<file path="config.mk">
export PLATFORM = sky130hd
export DESIGN_NAME = lsu_bram_adapter
export DESIGN_NICKNAME = d
export VERILOG_FILES = /design/src/rtl/lsu_bram_adapter.sv
export SDC_FILE = /design/constraint.sdc
export NUM_CORES = 1
export LEC_CHECK = 0
export BUFFER_PORTS_ARGS = -buffer_cell sky130_fd_sc_hd__buf_2
export CAP_MARGIN = 10
export CELL_PAD_IN_SITES_DETAIL_PLACEMENT = 2
export CELL_PAD_IN_SITES_GLOBAL_PLACEMENT = 2
export CORE_MARGIN = 2
export CORE_UTILIZATION = 23
export DETAILED_ROUTE_END_ITERATION = 10
export HOLD_SLACK_MARGIN = 0.12
export PLACE_DENSITY_LB_ADDON = 0.1
export SYNTH_ARGS = -nofsm -noshare
export SYNTH_HDL_FRONTEND = slang
export SYNTH_SLANG_ARGS = --single-unit
export TNS_END_PERCENT = 20
</file>
<file path="constraint.sdc">
create_clock -name clk -period 1.8 [get_ports clk]
set_input_delay 0.09 -clock clk [delete_from_list [all_inputs] [get_ports clk]]
set_output_delay 0.09 -clock clk [all_outputs]
set_load 0.1 [all_outputs]
</file>
<file path="src/rtl/lsu_bram_adapter.sv">
// Bridges a valid/ready CPU load/store port onto a single-port BRAM with one-cycle registered reads.
// Illegal or misaligned requests are answered directly with an error and never touch the BRAM.
module lsu_bram_adapter #(
    parameter int ADDR_W = 10
) (
    input  logic              clk,
    input  logic              rst,
    input  logic              req_valid,
    output logic              req_ready,
    input  logic              req_we,
    input  logic [2:0]        req_funct3,
    input  logic [31:0]       req_addr,
    input  logic [31:0]       req_wdata,
    output logic              resp_valid,
    input  logic              resp_ready,
    output logic [31:0]       resp_rdata,
    output logic              resp_err,
    output logic              mem_wena,
    output logic              mem_ba,
    output logic              mem_ha,
    output logic              mem_ua,
    output logic [ADDR_W-1:0] mem_addr,
    output logic [31:0]       mem_din,
    input  logic [31:0]       mem_dout
);

    typedef enum logic [1:0] {IDLE, ACCESS, CAPTURE, RESP} state_t;

    state_t              state_q, state_d;
    logic                we_q, we_d;
    logic [2:0]          funct3_q, funct3_d;
    logic [ADDR_W-1:0]   addr_q, addr_d;
    logic [31:0]         wdata_q, wdata_d;
    logic [31:0]         rdata_q, rdata_d;
    logic                err_q, err_d;

    logic                reqLegal;
    logic                reqMisaligned;
    logic [31:0]         loadData;
    logic                unusedAddrBits;

    assign unusedAddrBits = ^req_addr[31:ADDR_W];

    // Unsigned loads have no store counterpart, so funct3[2] is only legal without we.
    always_comb begin
        reqLegal = 1'b0;
        case (req_funct3)
            3'b000, 3'b001, 3'b010: reqLegal = 1'b1;
            3'b100, 3'b101:         reqLegal = !req_we;
            default:                reqLegal = 1'b0;
        endcase
        reqMisaligned = ((req_funct3[1:0] == 2'b01) && req_addr[0]) ||
                        ((req_funct3[1:0] == 2'b10) && (req_addr[1:0] != 2'b00));
    end

    always_comb begin
        case (funct3_q)
            3'b000:  loadData = {{24{mem_dout[7]}}, mem_dout[7:0]};
            3'b100:  loadData = {24'b0, mem_dout[7:0]};
            3'b001:  loadData = {{16{mem_dout[15]}}, mem_dout[15:0]};
            3'b101:  loadData = {16'b0, mem_dout[15:0]};
            default: loadData = mem_dout;
        endcase
    end

    // BRAM-facing outputs are additionally gated by rst so nothing leaks while reset is held.
    always_comb begin
        state_d    = state_q;
        we_d       = we_q;
        funct3_d   = funct3_q;
        addr_d     = addr_q;
        wdata_d    = wdata_q;
        rdata_d    = rdata_q;
        err_d      = err_q;
        req_ready  = 1'b0;
        resp_valid = 1'b0;
        mem_wena   = 1'b0;
        mem_ba     = 1'b0;
        mem_ha     = 1'b0;
        mem_ua     = 1'b0;
        mem_addr   = '0;
        mem_din    = '0;
        case (state_q)
            IDLE: begin
                req_ready = rst;
                if (req_valid && rst) begin
                    we_d     = req_we;
                    funct3_d = req_funct3;
                    addr_d   = req_addr[ADDR_W-1:0];
                    wdata_d  = req_wdata;
                    rdata_d  = '0;
                    err_d    = !reqLegal || reqMisaligned;
                    state_d  = (!reqLegal || reqMisaligned) ? RESP : ACCESS;
                end
            end
            ACCESS: begin
                mem_addr = rst ? addr_q : '0;
                mem_ba   = rst && (funct3_q[1:0] == 2'b00);
                mem_ha   = rst && (funct3_q[1:0] == 2'b01);
                mem_ua   = rst && funct3_q[2];
                mem_wena = rst && we_q;
                mem_din  = (rst && we_q) ? wdata_q : '0;
                state_d  = we_q ? RESP : CAPTURE;
            end
            CAPTURE: begin
                mem_addr = rst ? addr_q : '0;
                rdata_d  = loadData;
                state_d  = RESP;
            end
            RESP: begin
                resp_valid = rst;
                if (resp_ready) begin
                    state_d = IDLE;
                end
            end
            default: state_d = IDLE;
        endcase
    end

    always_ff @(posedge clk) begin
        if (!rst) begin
            state_q  <= IDLE;
            we_q     <= 1'b0;
            funct3_q <= '0;
            addr_q   <= '0;
            wdata_q  <= '0;
            rdata_q  <= '0;
            err_q    <= 1'b0;
        end else begin
            state_q  <= state_d;
            we_q     <= we_d;
            funct3_q <= funct3_d;
            addr_q   <= addr_d;
            wdata_q  <= wdata_d;
            rdata_q  <= rdata_d;
            err_q    <= err_d;
        end
    end

    assign resp_rdata = rdata_q;
    assign resp_err   = err_q;

endmodule

</file>
==> flow_summary.toml, run 1 <==
[outcome]
status = "finished clean"

[detailed_routing]
dr.pass1.iters = 4
wl_met2_um = 7000
routed_via_density = 4.70
routedWlPerCell_um = 16.3
highest-signal-layer = "met4"
routed-wl-met3_um = 808
wirelength_um = 13900
wl_met1_um = 5790
ant_nets = 0
vias = 4026
drc_errors = 0
drt_iter0_drc = 161

[die]
rows = 44
die_x_um = 127
ios = 185
fp.dieH_um = 127
dieArea_um2 = 16100
start_util = 0.237
core_area_um2 = 14600

[clock_network]
clock-root-buffer = "clkbuf_16"
cts_buffers = 9
htreeDepth = 3
cts_tree = "done"
clkSlewWorstSetupHoldPaths_ps = 60
cts_sinks = 81
clkLatencyLatePin_ps = 340
cts_buffer_depth = 2

[placed_design]
gp_congestion = 0.735
io_buffers = 162
numPlacedInstances = 769
dp_hpwl_um = 9060
post-place-ws_ps = 22.6

[sta]
rsz0062_at_grt = "no"
slew_viol_final = 0
period_minus_slack_ps = 1720
tightest_slew_ps = 565
whs_ps = 167
layout_setup_ws_ps = 77.2
finalHoldViolations = 0
setup_violations = 0
finalCritPeriodShare = 0.957
fin_worst_skew_ps = 4.44
fmax_ghz = 0.580
slew_headroom = 0.623

[setup_path]
start_kind = "register"
critical_path.startpoint = "state_q[1]"
path_class = "register to output port"
path_cells = "inv_2 > ha_4 > nand2_2 > buf_12 > nor2_2 > buf_12"
end_kind = "output port"
path_delay_family = "buffers and inverters"
worstPathRequired_ps = 1710
slowest_stage = "dfxtp_2"
worstReg2RegStart = "state_q[0]"
rrSetupSlack_ps = 150
slowest_delay_ps = 340
cp_num_buf_inv = 3
crit_path_frequent_cell = "buf_12"
critical_path_arrival_ps = 1630
cp_max_fo = 20

[final_layout]
area_growth_pct = 85.5
final_core_util = 0.440
nFillCells = 1583
layout-drive-gt1-share = 0.364
fin_nets = 776
final_cell_count_no_fill = 856

[yosys]
synth_cell_type_count = 30
synth_area_per_cell_um2 = 7.73
yosysWarnings = 0
syn_area_um2 = 3470
synth_top_cell_area_share = 0.467
syn_inst = 449
synth-seq-cells = 81
yosysTopAreaCell = "dfxtp_1"
yosys-top-cells-count = "112 x nand2_1, 81 x dfxtp_1, 49 x o21ai_0"
synth_edf_count = 0
synth.most_common_cell = "nand2_1"
syn_nets = 558
synth.area.top_cells = "dfxtp_1 47%, nand2_1 12%, o21ai_0 7.1%"
ys_seq_area_frac = 0.467
synthFlopType = "dfxtp_1"
synthArstFlopShare = 0

[power]
p_sw_w = 0.00344
irDropWorstVdd_v = 0.000601
leakagePower_nw = 2.69
pwr-share-seq = 0.297
power_w = 0.00791
power.internal_w = 0.00447
sw_frac_of_total = 0.435
powerDensity_nw_per_um2 = 1230
p_clk_frac = 0.249
combPwrFrac = 0.454

[run]
drv_cap = 0

[global_route]
grt_pass1_vias = 4412
grt_pass1_wl_um = 22600
grt.total_usage = 0.176
antenna_found_initial = 1
grt_overflow = 0
grt_max_degree = 80

[min_path]
holdCritPathClass = "primary input to register"
min_from = "rst"
[power groups by stage]
stage | Sequential, W | Clock, W | Combinational, W
2_1_floorplan | 0.00325 | 0 | 0.00152
3_3_place_gp | 0.00235 | 0 | 0.00330
3_5_place_dp | 0.00237 | 0 | 0.00337
4_1_cts | 0.00233 | 0.00205 | 0.00353
5_1_grt | 0.00240 | 0.00213 | 0.00386
6_report | 0.00235 | 0.00197 | 0.00359
[registers in the layout, indices dropped and copies added (netlist names)]
name / count
addr_q: 10
funct3_q: 3
resp_err: 1
resp_rdata: 32
state_q: 2
wdata_q: 32
we_q: 1
[worst register-to-register path: cells and delay by family (launching register included)]
| kind | cells | cell delay [ps] |
|---|---|---|
| compound gates | 2 | 510 |
| flops | 1 | 400 |
| simple gates | 1 | 350 |
| fa+ha+maj | 1 | 180 |
| buf+inv | 1 | 90 |
[per-layer routing]
metal | up-vias | track usage
li1 | 1963 | -
met1 | 1939 | 0.196
met2 | 102 | 0.314
met3 | 22 | 0.0489
met4 | 0 | 0.0743
met5 | - | 0
[final cells by class]
type | instances | area [um2] | area share
repair buffers | 249 | 2400 | 0.373
multi-input cells | 323 | 1860 | 0.288
flip-flops and latches | 81 | 1620 | 0.252
clock buffers | 12 | 246 | 0.0383
well taps | 184 | 230 | 0.0357
clock inverters | 3 | 65.1 | 0.0101
inverters | 3 | 11.3 | 0.00175
diodes | 1 | 2.50 | 0.000389
[final timing paths]
check	endpoint	depth (start not counted)
worst min register to register	addr_q[4]	2
worst min-delay path	resp_rdata[10]	2
worst max register to register	state_q[1]	5
worst max-delay path	mem_din[6]	6
[kinds of logic after synthesis]
family / share of synthesized area
buf+inv: 0.0523
compound gates: 0.190
flops: 0.467
fa+ha+maj: 0.0180
mux: 0.00324
simple gates: 0.269
[placed cells by master, fill, tap and decap left out, types with 3 or more instances in the layout]
master / Yosys / final
nand2_1: 112 / 111
a21boi_0: 17 / 17
o21ai_0: 49 / 49
nor2_4: 0 / 13
nor2_2: 0 / 20
and3_1: 13 / 11
ha_1: 5 / 3
o2111ai_1: 8 / 8
nor2b_1: 3 / 3
clkbuf_16: 0 / 9
buf_12: 0 / 51
dlygate4sd3_1: 0 / 70
o21bai_1: 8 / 8
dfxtp_1: 81 / 79
buf_2: 10 / 113
o22ai_1: 16 / 16
nand3_1: 41 / 41
buf_4: 0 / 14
[stage by stage]
step | area, um2 | setup TNS, ps
after floorplan | 3580 | -5640
after CTS | 6380 | -1510
final | 6440 | 0
after global routing | 6440 | 0
after detailed placement | 5340 | 0
after global placement | 5340 | 0
[timing repair]
item	CTS	global route
setup buffers	0	1
hold buffers	70	0
pin swaps	0	0
endpoints found under the setup margin	44	46
resized for setup	8	12
endpoints found under the hold margin	71	0
Note: power is estimated with default switching activity, not from simulation.
==> inputs of run 2 (changes only) <==
--- a/config.mk
+++ b/config.mk
@@ -7,10 +7,10 @@
 export LEC_CHECK = 0
 export BUFFER_PORTS_ARGS = -buffer_cell sky130_fd_sc_hd__buf_2
 export CAP_MARGIN = 10
-export CELL_PAD_IN_SITES_DETAIL_PLACEMENT = 2
-export CELL_PAD_IN_SITES_GLOBAL_PLACEMENT = 2
+export CELL_PAD_IN_SITES_DETAIL_PLACEMENT = 0
+export CELL_PAD_IN_SITES_GLOBAL_PLACEMENT = 1
 export CORE_MARGIN = 2
-export CORE_UTILIZATION = 23
+export CORE_UTILIZATION = 31
 export DETAILED_ROUTE_END_ITERATION = 10
 export HOLD_SLACK_MARGIN = 0.12
 export PLACE_DENSITY_LB_ADDON = 0.1
==> flow_summary.toml, run 2 (synthesized netlist as in run 1, its figures left out) <==
[sta]
rsz0062_at_grt = "no"
fmax_ghz = 0.575
whs_ps = 144
tightest_slew_ps = 622
finalHoldViolations = 0
setup_violations = 0
slew_headroom = 0.584
slew_viol_final = 0
finalCritPeriodShare = 0.967
fin_worst_skew_ps = 6.18
fin_tns_setup_ps = 0
period_minus_slack_ps = 1740

[global_route]
grt_max_degree = 42
grt_pass1_wl_um = 17700
grt_overflow = 0
antenna_found_initial = 0
grt.total_usage = 0.187
grt_pass1_vias = 3714

[setup_path]
rrSetupSlack_ps = 140
critical_path.startpoint = "state_q[0]"
worstPathRequired_ps = 1710
critical_path_arrival_ps = 1650
cp_max_fo = 11
path_class = "register to output port"
start_kind = "register"
worstRegToRegCells = 5
r2r-end = "state_q[1]"
critPathCapture = "mem_addr[2]"
worstReg2RegStart = "state_q[0]"
end_kind = "output port"

[final_layout]
fin_nets = 777
nFillCells = 967
layout-drive-gt1-share = 0.361
fin_area_um2 = 6440
final_common_cell = "buf_2"
final_core_util = 0.591
layout_common_cells = "113 x buf_2, 111 x nand2_1, 79 x dfxtp_1, 70 x dlygate4sd3_1, 50 x buf_12"
area_growth_pct = 85.4

[power]
sw_frac_of_total = 0.447
combPwrFrac = 0.480
irDropWorstVdd_v = 0.000523
powerDensity_nw_per_um2 = 1150
power_w = 0.00742
pwr-share-seq = 0.315
p_sw_w = 0.00332
p_clk_frac = 0.205
power.internal_w = 0.00410
leakagePower_nw = 2.69

[clock_network]
htreeDepth = 3
cts_buffers = 9
cts_setup_buffers = 0
cts_tree = "done"
cts_buffer_depth = 2
clkLatencyLatePin_ps = 360
clkSlewWorstSetupHoldPaths_ps = 80
clock-root-buffer = "clkbuf_8"
cts_sinks = 81

[placed_design]
io_buffers = 162
gp_congestion = 0.773
dp_hpwl_um = 7180
place_area_um2 = 5280

[die]
dieArea_um2 = 12100
rows = 38
fp.dieH_um = 110
die_x_um = 110
start_util = 0.319
ios = 185
core_area_um2 = 10900

[detailed_routing]
routed_via_density = 4.71
highest-signal-layer = "met4"
wl_met2_um = 5670
drc_errors = 0
vias = 3830
dr.pass1.iters = 4
ant_nets = 0
wirelength_um = 11600
wl_met1_um = 4960
routed-wl-met3_um = 731
drt_iter0_drc = 187
routedWlPerCell_um = 14.2

[outcome]
status = "finished clean"

[run]
drv_cap = 0

[min_path]
holdCritPathClass = "primary input to register"
==> run 2: power groups by stage <==
stage | combinational [W] | sequential, W | clock (W)
after floorplan | 0.00152 | 0.00325 | 0
after global placement | 0.00325 | 0.00235 | 0
after detailed placement | 0.00328 | 0.00236 | 0
after CTS | 0.00342 | 0.00232 | 0.00157
after global routing | 0.00381 | 0.00238 | 0.00164
final | 0.00356 | 0.00234 | 0.00152
==> run 2: per-layer routing <==
layer / GRT usage / up-vias
li1: - / 1961
met1: 0.230 / 1751
met2: 0.296 / 100
met3: 0.0622 / 18
met4: 0.0787 / 0
met5: 0 / -
==> run 2: worst min-delay path by stage <==
stage                     depth (start not counted)          to        start  slack, ps
after floorplan                                   2   addr_q[0]  req_addr[0]        190
after global placement                            3   addr_q[3]  req_addr[3]        280
after detailed placement                          3   addr_q[9]  req_addr[9]        270
after CTS                                         2  state_q[1]          rst        130
after global routing                              2  state_q[1]          rst        150
final                                             2  state_q[1]          rst        140
==> run 2: critical path, cell delays in order (launching register included) <==
cell and delay (ps):
dfxtp_2 400, inv_1 120, ha_4 350, and3_1 230, buf_12 190
==> run 2: area by class of cell <==
cell class | instances | area (um2) | share of cell area
Inverter | 3 | 11.3 | 0.00175
Antenna cell | 1 | 2.50 | 0.000389
Clock inverter | 2 | 60.1 | 0.00933
Tap cell | 140 | 175 | 0.0272
Multi-Input combinational cell | 323 | 1950 | 0.302
Sequential cell | 81 | 1620 | 0.252
Clock buffer | 14 | 163 | 0.0253
Timing Repair Buffer | 250 | 2450 | 0.381
==> run 2: through the flow <==
stage,setup slack (ps),instances
2_1_floorplan,-287,449
6_report,60.1,814
4_1_cts,-73.8,810
5_1_grt,1.49,813
3_5_place_dp,69.4,724
3_3_place_gp,133,724
==> run 2: repair_timing <==
| action | CTS | global route |
|---|---|---|
| gates cloned | 0 | 3 |
| hold buffers | 70 | 0 |
| setup endpoints to repair | 42 | 44 |
| hold endpoints to repair | 71 | 0 |
| gates resized for setup | 4 | 33 |
==> inputs of run 3 (changes only) <==
--- a/config.mk
+++ b/config.mk
@@ -5,12 +5,13 @@
 export SDC_FILE = /design/constraint.sdc
 export NUM_CORES = 1
 export LEC_CHECK = 0
+export ABC_AREA = 1
 export BUFFER_PORTS_ARGS = -buffer_cell sky130_fd_sc_hd__buf_2
 export CAP_MARGIN = 10
 export CELL_PAD_IN_SITES_DETAIL_PLACEMENT = 0
 export CELL_PAD_IN_SITES_GLOBAL_PLACEMENT = 1
 export CORE_MARGIN = 2
-export CORE_UTILIZATION = 31
+export CORE_UTILIZATION = 30
 export DETAILED_ROUTE_END_ITERATION = 10
 export HOLD_SLACK_MARGIN = 0.12
 export PLACE_DENSITY_LB_ADDON = 0.1
==> flow_summary.toml, run 3 <==
[clock_network]
cts_setup_buffers = 0
cts_buffer_depth = 2
cts_sinks = 81
clock-root-buffer = "clkbuf_16"
cts_tree = "done"
clkSlewWorstSetupHoldPaths_ps = 60
htreeDepth = 3
cts_buffers = 9
clkLatencyLatePin_ps = 340

[yosys]
synthArstFlopShare = 0
syn_nets = 679
synth_area_per_cell_um2 = 6.58
yosysTopAreaCell = "dfxtp_1"
synth_top_cell_area_share = 0.432
synth.area.top_cells = "dfxtp_1 43%, nor2_1 15%, nand2_1 14%"
synth_cell_type_count = 20
synth_edf_count = 0
syn_area_um2 = 3750
synth.most_common_cell = "nor2_1"
synth-seq-cells = 81
syn_inst = 570
ys_seq_area_frac = 0.432
yosysWarnings = 0
synthFlopType = "dfxtp_1"
yosys-top-cells-count = "145 x nor2_1, 142 x nand2_1, 81 x dfxtp_1"

[die]
core_area_um2 = 12100
die_x_um = 116
start_util = 0.310
dieArea_um2 = 13400
rows = 40
fp.dieH_um = 116
ios = 185

[sta]
slew_headroom = 0.665
fin_worst_skew_ps = 4.96
rsz0062_at_grt = "no"
finalCritPeriodShare = 0.953
period_minus_slack_ps = 1720
fmax_ghz = 0.583
slew_viol_final = 0
finalHoldViolations = 0
layout_setup_ws_ps = 84.8
tightest_slew_ps = 506
setup_violations = 0

[detailed_routing]
drt_iter0_drc = 167
wirelength_um = 11100
drc_errors = 0
routed_via_density = 4.22
ant_nets = 0
routedWlPerCell_um = 11.7
vias = 4025
dr.pass1.iters = 4

[power]
power_w = 0.00794
leakagePower_nw = 2.86
powerDensity_nw_per_um2 = 1220
irDropWorstVdd_v = 0.000553

[global_route]
antenna_found_initial = 0
grt_overflow = 0
grt_pass1_vias = 3804
grt_max_degree = 26
grt_pass1_wl_um = 18000
grt.total_usage = 0.170

[final_layout]
antenna_cells = 0
final_common_cell = "nand2_1"
layout-drive-gt1-share = 0.326
area_growth_pct = 73.3
layout_common_cells = "141 x nand2_1, 114 x buf_2, 105 x nor2_1, 79 x dfxtp_1, 59 x inv_1"
fin_nets = 890
final_cell_count_no_fill = 953
regArea_um2 = 1630
multiInputGateArea_um2 = 1870
nFillCells = 1192

[outcome]
status = "finished clean"

[setup_path]
worstPathRequired_ps = 1710
cp_max_fo = 17
path_delay_family = "buffers and inverters"
crit_path_frequent_cell = "buf_12"
path_class = "register to output port"
path_cells = "inv_2 > ha_4 > nand2_4 > buf_12 > nor2_2 > buf_12"
end_kind = "output port"
critical_path_arrival_ps = 1630
cp_num_buf_inv = 3
slowest_delay_ps = 340
start_kind = "register"
slowest_stage = "dfxtp_2"

[placed_design]
dp_hpwl_um = 7720
post-place-ws_ps = 164
numPlacedInstances = 884
io_buffers = 162
gp_congestion = 0.757

[min_path]
holdCritPathClass = "primary input to register"

[run]
drv_cap = 0
## run 3: cell count changes in the layout (fill, tap and decap cells not counted), moves of 16 or more
cell	before	now
inv_1	2	59
nand2_1	111	141
a21boi_0	17	0
nor2_1	1	105
dlygate4sd3_1	70	54
o21ai_0	49	30
o22ai_1	16	0
nor2_4	31	10
nor2_2	2	30
## run 3: layout make-up
class / instances / share of cell area
clock buffer: 12 / 0.0394
clock inverter: 3 / 0.00616
inverter: 65 / 0.0379
multi-input combinational: 393 / 0.287
sequential: 81 / 0.250
tap: 168 / 0.0323
timing repair buffer: 231 / 0.347
## run 3: final timing paths
check              from     endpoint  slack (ps)  cells after the start
max          state_q[1]  mem_din[13]          80                      6
min          resp_ready   state_q[0]         170                      4
max reg2reg  state_q[0]    addr_q[2]         180                      9
min reg2reg    resp_err     resp_err         470                      2
## run 3: cell families after synthesis
group / share of synthesized area
fa+ha+maj: 0.0167
buf+inv: 0.116
flops: 0.432
compound gates: 0.0821
simple gates: 0.353
## run 3: power by group
part | switching, W | internal (W) | total [W]
registers | 0.000159 | 0.00216 | 0.00231
clock network | 0.000711 | 0.00114 | 0.00185
logic | 0.00273 | 0.00104 | 0.00378
## run 3: what timing repair did
item / in CTS / in global routing
endpoints found under the hold margin: 54 / 0
hold buffers: 54 / 0
pin swaps: 0 / 2
gates resized for setup: 12 / 4
endpoints found under the setup margin: 38 / 15
## run 3: worst min-delay path: stages
cell	delay, ps
buf_2	80
o21ai_0	150
nand2_1	100
a21oi_1	60
## run 3: per-stage QoR
stage	util	hold slack, ps	setup TNS, ps	instance area [um2]
4_1_cts	0.536	170	0	6490
2_1_floorplan	-	201	-7840	3880
6_report	0.537	173	0	6500
3_5_place_dp	0.463	294	0	5610
5_1_grt	0.537	205	0	6500
3_3_place_gp	0.463	287	0	5610
## run 3: layer usage
metal | share of wire | wire length, um | global-route usage
met3 | 0.074 | 824 | 0.0549
met1 | 0.44 | 4900 | 0.207
met2 | 0.47 | 5170 | 0.280
met5 | 0 | 0 | 0
met4 | 0.019 | 211 | 0.0667
